[src/rtl/hazard_pkg.sv]
// ============================================================================
// hazard_pkg
// Shared types and constants for the hazard_md pipeline hazard unit.
//   md_state_t : state of the multiply/divide scoreboard (IDLE, BUSY, DONE)
//   FWD_*      : encodings of the E-stage forwarding multiplexer selects
// ============================================================================
package hazard_pkg;

    typedef enum logic [1:0] {
        IDLE = 2'd0,
        BUSY = 2'd1,
        DONE = 2'd2
    } md_state_t;

    localparam logic [1:0] FWD_RF  = 2'b00;
    localparam logic [1:0] FWD_WB  = 2'b01;
    localparam logic [1:0] FWD_MEM = 2'b10;

endpackage

[src/rtl/hazard_md_scoreboard.sv]
// ============================================================================
// md_scoreboard
// Tracks the single outstanding multi-cycle multiply/divide operation.
// An issue in E loads a countdown and remembers the destination register;
// the FSM walks IDLE -> BUSY -> DONE so that DONE lands exactly MD_LATENCY
// cycles after the issue cycle, which is the cycle the result is written.
//
// Ports:
//   clk, reset        rising-edge clock, asynchronous active-high reset
//   mdstartE          MD operation issuing from E this cycle
//   mdwriteregE       destination register of the issuing MD operation
//   rsD, rtD          D-stage source registers (RAW check)
//   mdbusy            state is BUSY
//   mddoneW           state is DONE (result written to regfile this cycle)
//   mdrawstall        D-stage instruction reads the pending MD destination
// ============================================================================
import hazard_pkg::*;

module md_scoreboard #(
    parameter int REGBITS    = 5,
    parameter int MD_LATENCY = 4,
    parameter int CNTBITS    = 4
) (
    input  logic               clk,
    input  logic               reset,
    input  logic               mdstartE,
    input  logic [REGBITS-1:0] mdwriteregE,
    input  logic [REGBITS-1:0] rsD,
    input  logic [REGBITS-1:0] rtD,
    output logic               mdbusy,
    output logic               mddoneW,
    output logic               mdrawstall
);

    // BUSY lasts MD_LATENCY-1 cycles (count runs down to 0 inclusive), and
    // DONE follows, giving the result write at issue + MD_LATENCY.
    localparam logic [CNTBITS-1:0] RELOAD = CNTBITS'(MD_LATENCY - 2);

    md_state_t          state_q, state_d;
    logic [CNTBITS-1:0] count_q, count_d;
    logic [REGBITS-1:0] mdreg_q, mdreg_d;

    always_ff @(posedge clk or posedge reset) begin
        if (reset) begin
            state_q <= IDLE;
            count_q <= '0;
            mdreg_q <= '0;
        end else begin
            state_q <= state_d;
            count_q <= count_d;
            mdreg_q <= mdreg_d;
        end
    end

    // DONE behaves like IDLE for a new issue, so back-to-back MD ops reload
    // straight into BUSY without an idle bubble.
    always_comb begin
        state_d = state_q;
        count_d = count_q;
        mdreg_d = mdreg_q;
        case (state_q)
            IDLE, DONE: begin
                if (mdstartE) begin
                    state_d = BUSY;
                    count_d = RELOAD;
                    mdreg_d = mdwriteregE;
                end else begin
                    state_d = IDLE;
                end
            end
            BUSY: begin
                if (count_q == '0) begin
                    state_d = DONE;
                end else begin
                    count_d = count_q - CNTBITS'(1);
                end
            end
            default: begin
                state_d = IDLE;
                count_d = '0;
                mdreg_d = '0;
            end
        endcase
    end

    // No stall in DONE: the regfile writes in the first half-cycle, so a
    // D-stage read in DONE already sees the MD result.
    always_comb begin
        mdbusy     = (state_q == BUSY);
        mddoneW    = (state_q == DONE);
        mdrawstall = ((state_q == BUSY) && (mdreg_q != '0) &&
                      ((mdreg_q == rsD) || (mdreg_q == rtD)))
                  || (mdstartE && (mdwriteregE != '0) &&
                      ((mdwriteregE == rsD) || (mdwriteregE == rtD)));
    end

endmodule

[src/rtl/hazard_md.sv]
// ============================================================================
// hazard_md
// Hazard unit for the 5-stage MIPS pipeline with a multi-cycle MD unit.
// Provides D- and E-stage forwarding selects, load-use and branch stalls,
// and MD RAW / structural stalls from the md_scoreboard sub-module.
//
// Optional feature (macro HAZARD_PERF_EN): 32-bit performance counters
// stallcnt (cycles with stallD) and mdstallcnt (cycles with an MD stall).
// Without the macro both outputs are constant 0.
//
// Ports:
//   clk, reset                       clock, asynchronous active-high reset
//   rsD, rtD, rsE, rtE               source registers in D and E
//   writereg{E,M,W}, regwrite{E,M,W} destination register / write enable
//   memtoregE, memtoregM             load in E / in M
//   branchD, mdopD                   D instruction is a branch / MD op
//   mdstartE, mdwriteregE            MD issue from E and its destination
//   forwarda/bD                      ALUOutM to the D-stage comparator
//   forwarda/bE                      E operand select (FWD_RF/WB/MEM)
//   stallF, stallD, flushE           pipeline control
//   mdbusy, mddoneW                  MD outstanding / MD result write pulse
//   stallcnt, mdstallcnt             performance counters
// All outputs are forced to 0 while reset is asserted.
// ============================================================================
import hazard_pkg::*;

module hazard_md #(
    parameter int REGBITS    = 5,
    parameter int MD_LATENCY = 4,
    parameter int CNTBITS    = 4
) (
    input  logic               clk,
    input  logic               reset,
    input  logic [REGBITS-1:0] rsD,
    input  logic [REGBITS-1:0] rtD,
    input  logic [REGBITS-1:0] rsE,
    input  logic [REGBITS-1:0] rtE,
    input  logic [REGBITS-1:0] writeregE,
    input  logic [REGBITS-1:0] writeregM,
    input  logic [REGBITS-1:0] writeregW,
    input  logic               regwriteE,
    input  logic               regwriteM,
    input  logic               regwriteW,
    input  logic               memtoregE,
    input  logic               memtoregM,
    input  logic               branchD,
    input  logic               mdopD,
    input  logic               mdstartE,
    input  logic [REGBITS-1:0] mdwriteregE,
    output logic               forwardaD,
    output logic               forwardbD,
    output logic [1:0]         forwardaE,
    output logic [1:0]         forwardbE,
    output logic               stallF,
    output logic               stallD,
    output logic               flushE,
    output logic               mdbusy,
    output logic               mddoneW,
    output logic [31:0]        stallcnt,
    output logic [31:0]        mdstallcnt
);

    logic sb_busy, sb_done, sb_rawstall;
    logic lwstall, branchstall, mdstructstall, mdstall_any, stall_any;

    md_scoreboard #(
        .REGBITS   (REGBITS),
        .MD_LATENCY(MD_LATENCY),
        .CNTBITS   (CNTBITS)
    ) u_md_scoreboard (
        .clk        (clk),
        .reset      (reset),
        .mdstartE   (mdstartE),
        .mdwriteregE(mdwriteregE),
        .rsD        (rsD),
        .rtD        (rtD),
        .mdbusy     (sb_busy),
        .mddoneW    (sb_done),
        .mdrawstall (sb_rawstall)
    );

    // M-stage match wins over W because it carries the younger value.
    function automatic logic [1:0] fwd_sel(
        input logic [REGBITS-1:0] src,
        input logic [REGBITS-1:0] wreg_m,
        input logic               wen_m,
        input logic [REGBITS-1:0] wreg_w,
        input logic               wen_w
    );
        if (src == '0)                   return FWD_RF;
        else if (wen_m && src == wreg_m) return FWD_MEM;
        else if (wen_w && src == wreg_w) return FWD_WB;
        else                             return FWD_RF;
    endfunction

    always_comb begin
        lwstall       = memtoregE & ((rtE == rsD) | (rtE == rtD));
        branchstall   = branchD &
                        ((regwriteE & ((writeregE == rsD) | (writeregE == rtD))) |
                         (memtoregM & ((writeregM == rsD) | (writeregM == rtD))));
        mdstructstall = mdopD & (sb_busy | mdstartE);
        mdstall_any   = ~reset & (sb_rawstall | mdstructstall);
        stall_any     = ~reset & (lwstall | branchstall | sb_rawstall | mdstructstall);
    end

    // Combinational outputs are gated with reset so that every output is 0
    // while reset is held, regardless of the pipeline inputs.
    always_comb begin
        forwardaD = 1'b0;
        forwardbD = 1'b0;
        forwardaE = FWD_RF;
        forwardbE = FWD_RF;
        mdbusy    = 1'b0;
        mddoneW   = 1'b0;
        if (!reset) begin
            forwardaD = (rsD != '0) && (rsD == writeregM) && regwriteM;
            forwardbD = (rtD != '0) && (rtD == writeregM) && regwriteM;
            forwardaE = fwd_sel(rsE, writeregM, regwriteM, writeregW, regwriteW);
            forwardbE = fwd_sel(rtE, writeregM, regwriteM, writeregW, regwriteW);
            mdbusy    = sb_busy;
            mddoneW   = sb_done;
        end
        stallD = stall_any;
        stallF = stall_any;
        flushE = stall_any;
    end

`ifdef HAZARD_PERF_EN
    logic [31:0] stallcnt_q, stallcnt_d;
    logic [31:0] mdstallcnt_q, mdstallcnt_d;

    always_ff @(posedge clk or posedge reset) begin
        if (reset) begin
            stallcnt_q   <= '0;
            mdstallcnt_q <= '0;
        end else begin
            stallcnt_q   <= stallcnt_d;
            mdstallcnt_q <= mdstallcnt_d;
        end
    end

    // Counters wrap naturally at 2**32.
    always_comb begin
        stallcnt_d   = stallcnt_q + {31'd0, stall_any};
        mdstallcnt_d = mdstallcnt_q + {31'd0, mdstall_any};
    end

    assign stallcnt   = stallcnt_q;
    assign mdstallcnt = mdstallcnt_q;
`else
    assign stallcnt   = '0;
    assign mdstallcnt = '0;
`endif

endmodule

[config.mk]
export PLATFORM = sky130hd
export DESIGN_NAME = hazard_md
export DESIGN_NICKNAME = d
export VERILOG_FILES = /design/src/rtl/hazard_pkg.sv /design/src/rtl/hazard_md_scoreboard.sv /design/src/rtl/hazard_md.sv
export SDC_FILE = /design/constraint.sdc
export NUM_CORES = 1
export LEC_CHECK = 0
export CORE_MARGIN = 5
export CORE_UTILIZATION = 41
export CTS_CLUSTER_DIAMETER = 100
export CTS_CLUSTER_SIZE = 30
export DETAILED_ROUTE_END_ITERATION = 8
export HOLD_SLACK_MARGIN = 0.12
export PLACE_DENSITY_LB_ADDON = 0.3
export SETUP_SLACK_MARGIN = 0.5
export SYNTH_ARGS = -nofsm -noshare
export SYNTH_HDL_FRONTEND = slang
export SYNTH_SLANG_ARGS = --single-unit
[constraint.sdc]
create_clock -name clk -period 3.3 [get_ports clk]
set_input_delay 0.825 -clock clk [delete_from_list [all_inputs] [get_ports clk]]
set_output_delay 0.825 -clock clk [all_outputs]
set_load 0.05 [all_outputs]
# Word-level counts from Yosys, hierarchy flattened

Index checks and enable logic that the tools add are counted.

Muxes and demuxes: 20
Reductions and logical operators: 26
Bitwise gates (word level): 16
Add/subtract/negate cells: 1
Equal/unequal tests: 21

Operator list:

| cell                                                 | count |
|---|---|
| equality test 5 bit                                  | 16 |
| nonzero test 5 bit                                   | 4 |
| two-way mux 2 bit                                    | 7 |
| logical AND 1 bit                                    | 12 |
| logical NOT 5 bit                                    | 2 |
| case mux 5 bit (2 select lines)                      | 1 |
| two-way mux 4 bit                                    | 2 |
| OR 1 bit                                             | 8 |
| case mux 4 bit (2 select lines)                      | 1 |
| two-way mux 1 bit                                    | 7 |
| bitwise AND 1 bit                                    | 6 |
| two-way mux 5 bit                                    | 1 |
| logical NOT 4 bit                                    | 1 |
| != test 2 bit (second input constant)                | 2 |
| case mux 2 bit (2 select lines)                      | 1 |
| AND reduction 2 bit                                  | 2 |
| subtractor 4 x 1 -> 4 bit (second input constant)    | 1 |
| logical OR 1 bit                                     | 3 |
| equality test 2 x 1 -> 1 bit (second input constant) | 1 |
| equality test 2 bit (second input constant)          | 1 |
| logical NOT 2 bit                                    | 1 |
| != test 2 x 1 -> 1 bit (second input constant)       | 1 |
| inverter 1 bit                                       | 2 |
| OR reduction 2 bit                                   | 1 |

Logic and storage cells: 87
Bits in registers: 11
Input bits: 50
Output and inout bits: 75

# Longest topological paths before layout

Depth in word-level cells: 9
Mapped depth: 8

# Modules after synthesis

From an unflattened synthesis, not the netlist that was laid out.

Cell total of the unflattened synthesis: 256
Area total of the unflattened synthesis: 2049.5 um2

Modules (own cells, without submodules):

| module        | cells an instance | area an instance (um2) | times used |
|---|---|---|---|
| hazard_md     | 166               | 1236.2                 | 1 |
| md_scoreboard | 90                | 813.3                  | 1 |

# Worst setup path before layout

No wires, ideal clock.

Path kind: input-to-output
Start point: input port rtE[2]
End point: output port forwardbE[0]
Slack: -389 ps
Path buffers: 1
Data arrival time: 2864 ps
Stages on the path: 5
Path through: buf_2 -> xor2_1 -> nor4_1 -> and3_1 -> nor4_1

Cells in the longest elaborated chain, start to end: 6
Elaborated cells on any way between the ends: 9
Those cells by class: eq/ne: 2; mux: 4; reduce/logical: 3

Ends and longest elaborated chain:

| item                | line             | RTL |
|---|---|---|
| start, declared     | hazard_md.sv:37  | `input logic [REGBITS-1:0] rtE,` |
| equality test 5 bit | hazard_md.sv:92  | `else if (wen_w && src == wreg_w) return FWD_WB;` |
| logical AND 1 bit   | hazard_md.sv:92  |  |
| two-way mux 1 bit   | hazard_md.sv:92  |  |
| two-way mux 2 bit   | hazard_md.sv:91  | `else if (wen_m && src == wreg_m) return FWD_MEM;` |
| two-way mux 2 bit * | hazard_md.sv:90  | `if (src == '0) return FWD_RF;` |
| two-way mux 2 bit * | hazard_md.sv:115 | `if (!reset) begin` |
| end, declared       | hazard_md.sv:53  | `output logic [1:0] forwardbE,` |

Every way passes the cells marked *; elsewhere a longest branch is shown, timed or not.

# Worst setup path in the final report

Start point: input port rtD[0]
End point: output port flushE

Cells in the longest elaborated chain, start to end: 9
Elaborated cells on any way between the ends: 22
Those cells by class: eq/ne: 5; bitwise: 12; reduce/logical: 5

Ends and longest elaborated chain:

| item                                          | line                              | RTL |
|---|---|---|
| start, declared                               | hazard_md.sv:35                   | `input logic [REGBITS-1:0] rtD,` |
| equality test 5 bit, on equally long branches | hazard_md.sv:99, hazard_md.sv:100 |  |
| OR 1 bit, on equally long branches            | hazard_md.sv:99, hazard_md.sv:100 |  |
| bitwise AND 1 bit, on equally long branches   | hazard_md.sv:99, hazard_md.sv:100 |  |
| OR 1 bit                                      | hazard_md.sv:99                   | `((regwriteE & ((writeregE == rsD) \| (writeregE == rtD))) \|` |
| bitwise AND 1 bit                             | hazard_md.sv:98                   | `branchstall = branchD &` |
| OR 1 bit                                      | hazard_md.sv:103                  | `stall_any = ~reset & (lwstall \| branchstall \| sb_rawstall \| mdstructstall);` |
| OR 1 bit * (2 in series)                      | hazard_md.sv:103                  |  |
| bitwise AND 1 bit *                           | hazard_md.sv:103                  |  |
| end, declared                                 | hazard_md.sv:56                   | `output logic flushE,` |

Marks and branches as above.

==> results.sh <==
export IMPL_status="finished, final reports clean"
export IMPL_vias=1826
export IMPL_port_buffers=60
export IMPL_clock_fmax_ghz=0.324
export IMPL_synth_top_family_by_area="buffers and inverters"
export IMPL_r2r_start="u_md_scoreboard.count_q[0]$_DFFE_PP0P_"
export IMPL_drtIter0Drc=89
export IMPL_die_area_mm2=0.00657
export IMPL_cts_made_buffers=3
export IMPL_startpoint="rtD[0]"
export IMPL_clock_sinks=11
export IMPL_rsz0062_at_grt="yes"
export IMPL_min_period_over_period_pct=93.5
export IMPL_end_kind="output pin"
export IMPL_ir_drop_v=0.000371
export IMPL_hp_class="reg -> reg"
export IMPL_critPathMaxFanout=5
export IMPL_grt_overflow=0
export IMPL_yosysSeqAreaShare_pct=13.3
export IMPL_swShare_pct=50.4
export IMPL_antenna_cells=0
export IMPL_wl_um=5710
export IMPL_pwr_share_comb_pct=65.9
export IMPL_grt_antenna_before_repair=0
export IMPL_first_global_vias=1826
export IMPL_synth_compound_area_share_pct=7.31
export IMPL_p_int_mw=0.595
export IMPL_grt_pass1_wl_um=8840
export IMPL_use_met2_pct=29.1
export IMPL_track_usage_pct=17.2
export IMPL_drive_above_1_share_pct=33.6
export IMPL_clk_latency_ns=0.23
export IMPL_worstHoldStart="u_md_scoreboard.count_q[3]$_DFFE_PP0P_"
export IMPL_core_mm2=0.00482
export IMPL_synthSimpleGateAreaFrac_pct=17.5
export IMPL_gp_congestion=0.829
export IMPL_p_seq_share_pct=23.1
export IMPL_placed_cell_area_mm2=0.00279
export IMPL_areaGrowthSynthToFinish_pct=46.5
export IMPL_cts_hold_buf=0
export IMPL_muxShareOfSynthArea_pct=0.967
export IMPL_via_per_inst=4.46
export IMPL_finalHoldViolCount=0
export IMPL_cts_root_buf="clkbuf_8"
export IMPL_critPathArrivalTime_ns=2.26
export IMPL_avgSynthCellArea_um2=7.96
export IMPL_slew_viol_final=0
export IMPL_cap_violations=0
export IMPL_synth_fa_ha_area_share_pct=1.21
export IMPL_finalInstanceArea_mm2=0.00303
export IMPL_ioPinCount=125
export IMPL_synth_distinct_cells=35
export IMPL_synth_xor_area_share_pct=29.6
export IMPL_switching_power_mw=0.603
export IMPL_fp_dieH_um=81.1
export IMPL_synth_area_leaders="buf_4 25%, xnor2_1 16%, xor2_1 14%, dfrtp_1 13%, nand3_1 2.4%"
export IMPL_cp_start_kind="primary input"
export IMPL_dp_hpwl_um=4800
export IMPL_antenna_left=0
export IMPL_setup_viol=0
export IMPL_yosys_warnings=0
export IMPL_die_w_um=81.1
export IMPL_cts_htree_levels=1
export IMPL_drt_pass1_iter_count=4
export IMPL_grt_max_degree=13
export IMPL_crit_required_ns=2.47
export IMPL_netlist_area_mm2=0.00207
export IMPL_p_leak_nw=1.35
export IMPL_fin_nets=395
export IMPL_ys_ff_latch=11
export IMPL_placementRows=25
export IMPL_path_class="in -> out"
export IMPL_synth_cells=260
export IMPL_grt_use_met1_pct=21.5
export IMPL_min_period_ns=3.09
export IMPL_cts_tree="yes"
export IMPL_finClkSkew_ns=0.00153
export IMPL_grt_use_met3_pct=2.99
export IMPL_synth_top_area_share_pct=24.7
export IMPL_dp_cells=399
export IMPL_final_cells=409
export IMPL_power_density_mw_per_mm2=395
export IMPL_netlist_top_cell_by_area="buf_4"
export IMPL_drc=0
export IMPL_avgRoutedWirePerCell_um=14.0
export IMPL_initial_utilization_pct=43.0
export IMPL_clk_pin_slew_worst_paths_ns=0.05
export IMPL_top_usage_layer="met2"
export IMPL_clkPwrFrac_pct=11.0
export IMPL_cts_buffer_depth=2
==> cell usage in the layout (no fill, tap or decap), types with 8 or more instances in the layout <==
| cell type | count |
|---|---|
| conb_1 | 64 |
| buf_4 | 23 |
| buf_12 | 10 |
| xnor2_1 | 32 |
| nand3_1 | 10 |
| nor2_1 | 8 |
| buf_6 | 22 |
| buf_2 | 16 |
| dfrtp_1 | 11 |
| xor2_1 | 29 |
| dlygate4sd2_1 | 13 |
==> power by group through the flow <==
stage | logic [mW] | registers (mW) | clock network [mW]
floorplan | 0.633 | 0.241 | 0
global placement | 0.744 | 0.269 | 0
detailed placement | 0.756 | 0.273 | 0
CTS | 0.780 | 0.276 | 0.135
global route | 0.858 | 0.288 | 0.145
finish | 0.790 | 0.276 | 0.131
==> registers in the layout, summed over array words and instances (netlist names) <==
name                     flops
u_md_scoreboard.count_q      4
u_md_scoreboard.mdreg_q      5
u_md_scoreboard.state_q      2
==> cell usage after synthesis <==
cell      count
a32o_1        1
nor2_1       10
xor2_1       32
ha_1          2
o21ai_1       1
nand2_1       9
clkbuf_1      1
and4_1        1
dfrtp_1      11
o211ai_1      1
xnor2_1      38
nor2b_1       3
buf_4        68
nor4_1        5
a21boi_0      2
and3_1        2
inv_1         3
nand2b_1      2
nor3_2        2
clkbuf_2      1
a21oi_2       1
nand3_1      10
o21ai_0       8
o221ai_1      2
o22ai_1       2
mux2i_1       2
buf_2         9
and2_1        1
buf_6         4
nor3b_1       3
or4_1         6
nand4_1       2
conb_1        1
nor3_1       10
a22o_1        4
==> area by class of cell <==
type	instances	area [um2]
fillers	396	1780
multi-input cells	226	1630
repair buffers	98	983
flip-flops and latches	11	275
well taps	67	83.8
clock buffers	4	45.0
inverters	3	11.3
==> worst max-delay path, cell delays in order <==
cell	delay, ns
buf_6	0.09
buf_8	0.12
buf_6	0.12
xor2_2	0.16
nor3_2	0.15
nand3_1	0.09
a21boi_1	0.18
o21ai_2	0.09
a21oi_4	0.26
buf_12	0.18
==> final timing paths <==
| kind | end | slack [ns] | depth (start not counted) |
|---|---|---|---|
| setup / recovery | flushE | 0.21 | 10 |
| min in group asynchronous | u_md_scoreboard.state_q[1]$_DFFE_PP0P_ | 1.04 | 4 |
| max in group asynchronous | u_md_scoreboard.mdreg_q[2]$_DFFE_PP0P_ | 2.11 | 4 |
| setup reg to reg | u_md_scoreboard.count_q[3]$_DFFE_PP0P_ | 1.72 | 6 |
| hold reg to reg | u_md_scoreboard.count_q[3]$_DFFE_PP0P_ | 0.55 | 1 |
| hold / removal | u_md_scoreboard.count_q[3]$_DFFE_PP0P_ | 0.55 | 1 |
==> per-layer routing <==
| layer | up-vias | wire (um) |
|---|---|---|
| li1 | 893 | - |
| met1 | 824 | 2220 |
| met2 | 97 | 2900 |
| met3 | 12 | 465 |
| met4 | 0 | 120 |
| met5 | - | 0 |
==> metrics by stage <==
step	worst slack (ns)	power, mW	util [%]	hold WS, ns	setup TNS [ns]
2_1_floorplan	0.237	0.874	-	0.473	0
3_3_place_gp	-0.215	1.01	57.9	0.523	-0.945
3_5_place_dp	-0.278	1.03	57.9	0.529	-1.22
4_1_cts	0.220	1.19	61.7	0.544	0
5_1_grt	0.119	1.29	63.0	0.569	0
6_report	0.213	1.20	63.0	0.551	0
==> repair_timing <==
action                     4_1_cts  5_1_grt
resized for setup              196        8
cloned                           0        0
buffers inserted                 3        3
setup endpoints to repair       10        9
pin swaps                       52        9
==> logic make-up (layout without fill, tap and decap cells) <==
family | after synthesis | count (layout)
DFF | 11 | 11
buffers and inverters | 86 | 105
other | 1 | 64
muxes | 2 | 2
xor gates and xnor gates | 70 | 70
and+or+nand+nor | 66 | 66
AOI/OAI and AO/OA | 22 | 22
adders and majority gates | 2 | 2
(Power assumes the default switching activity.)
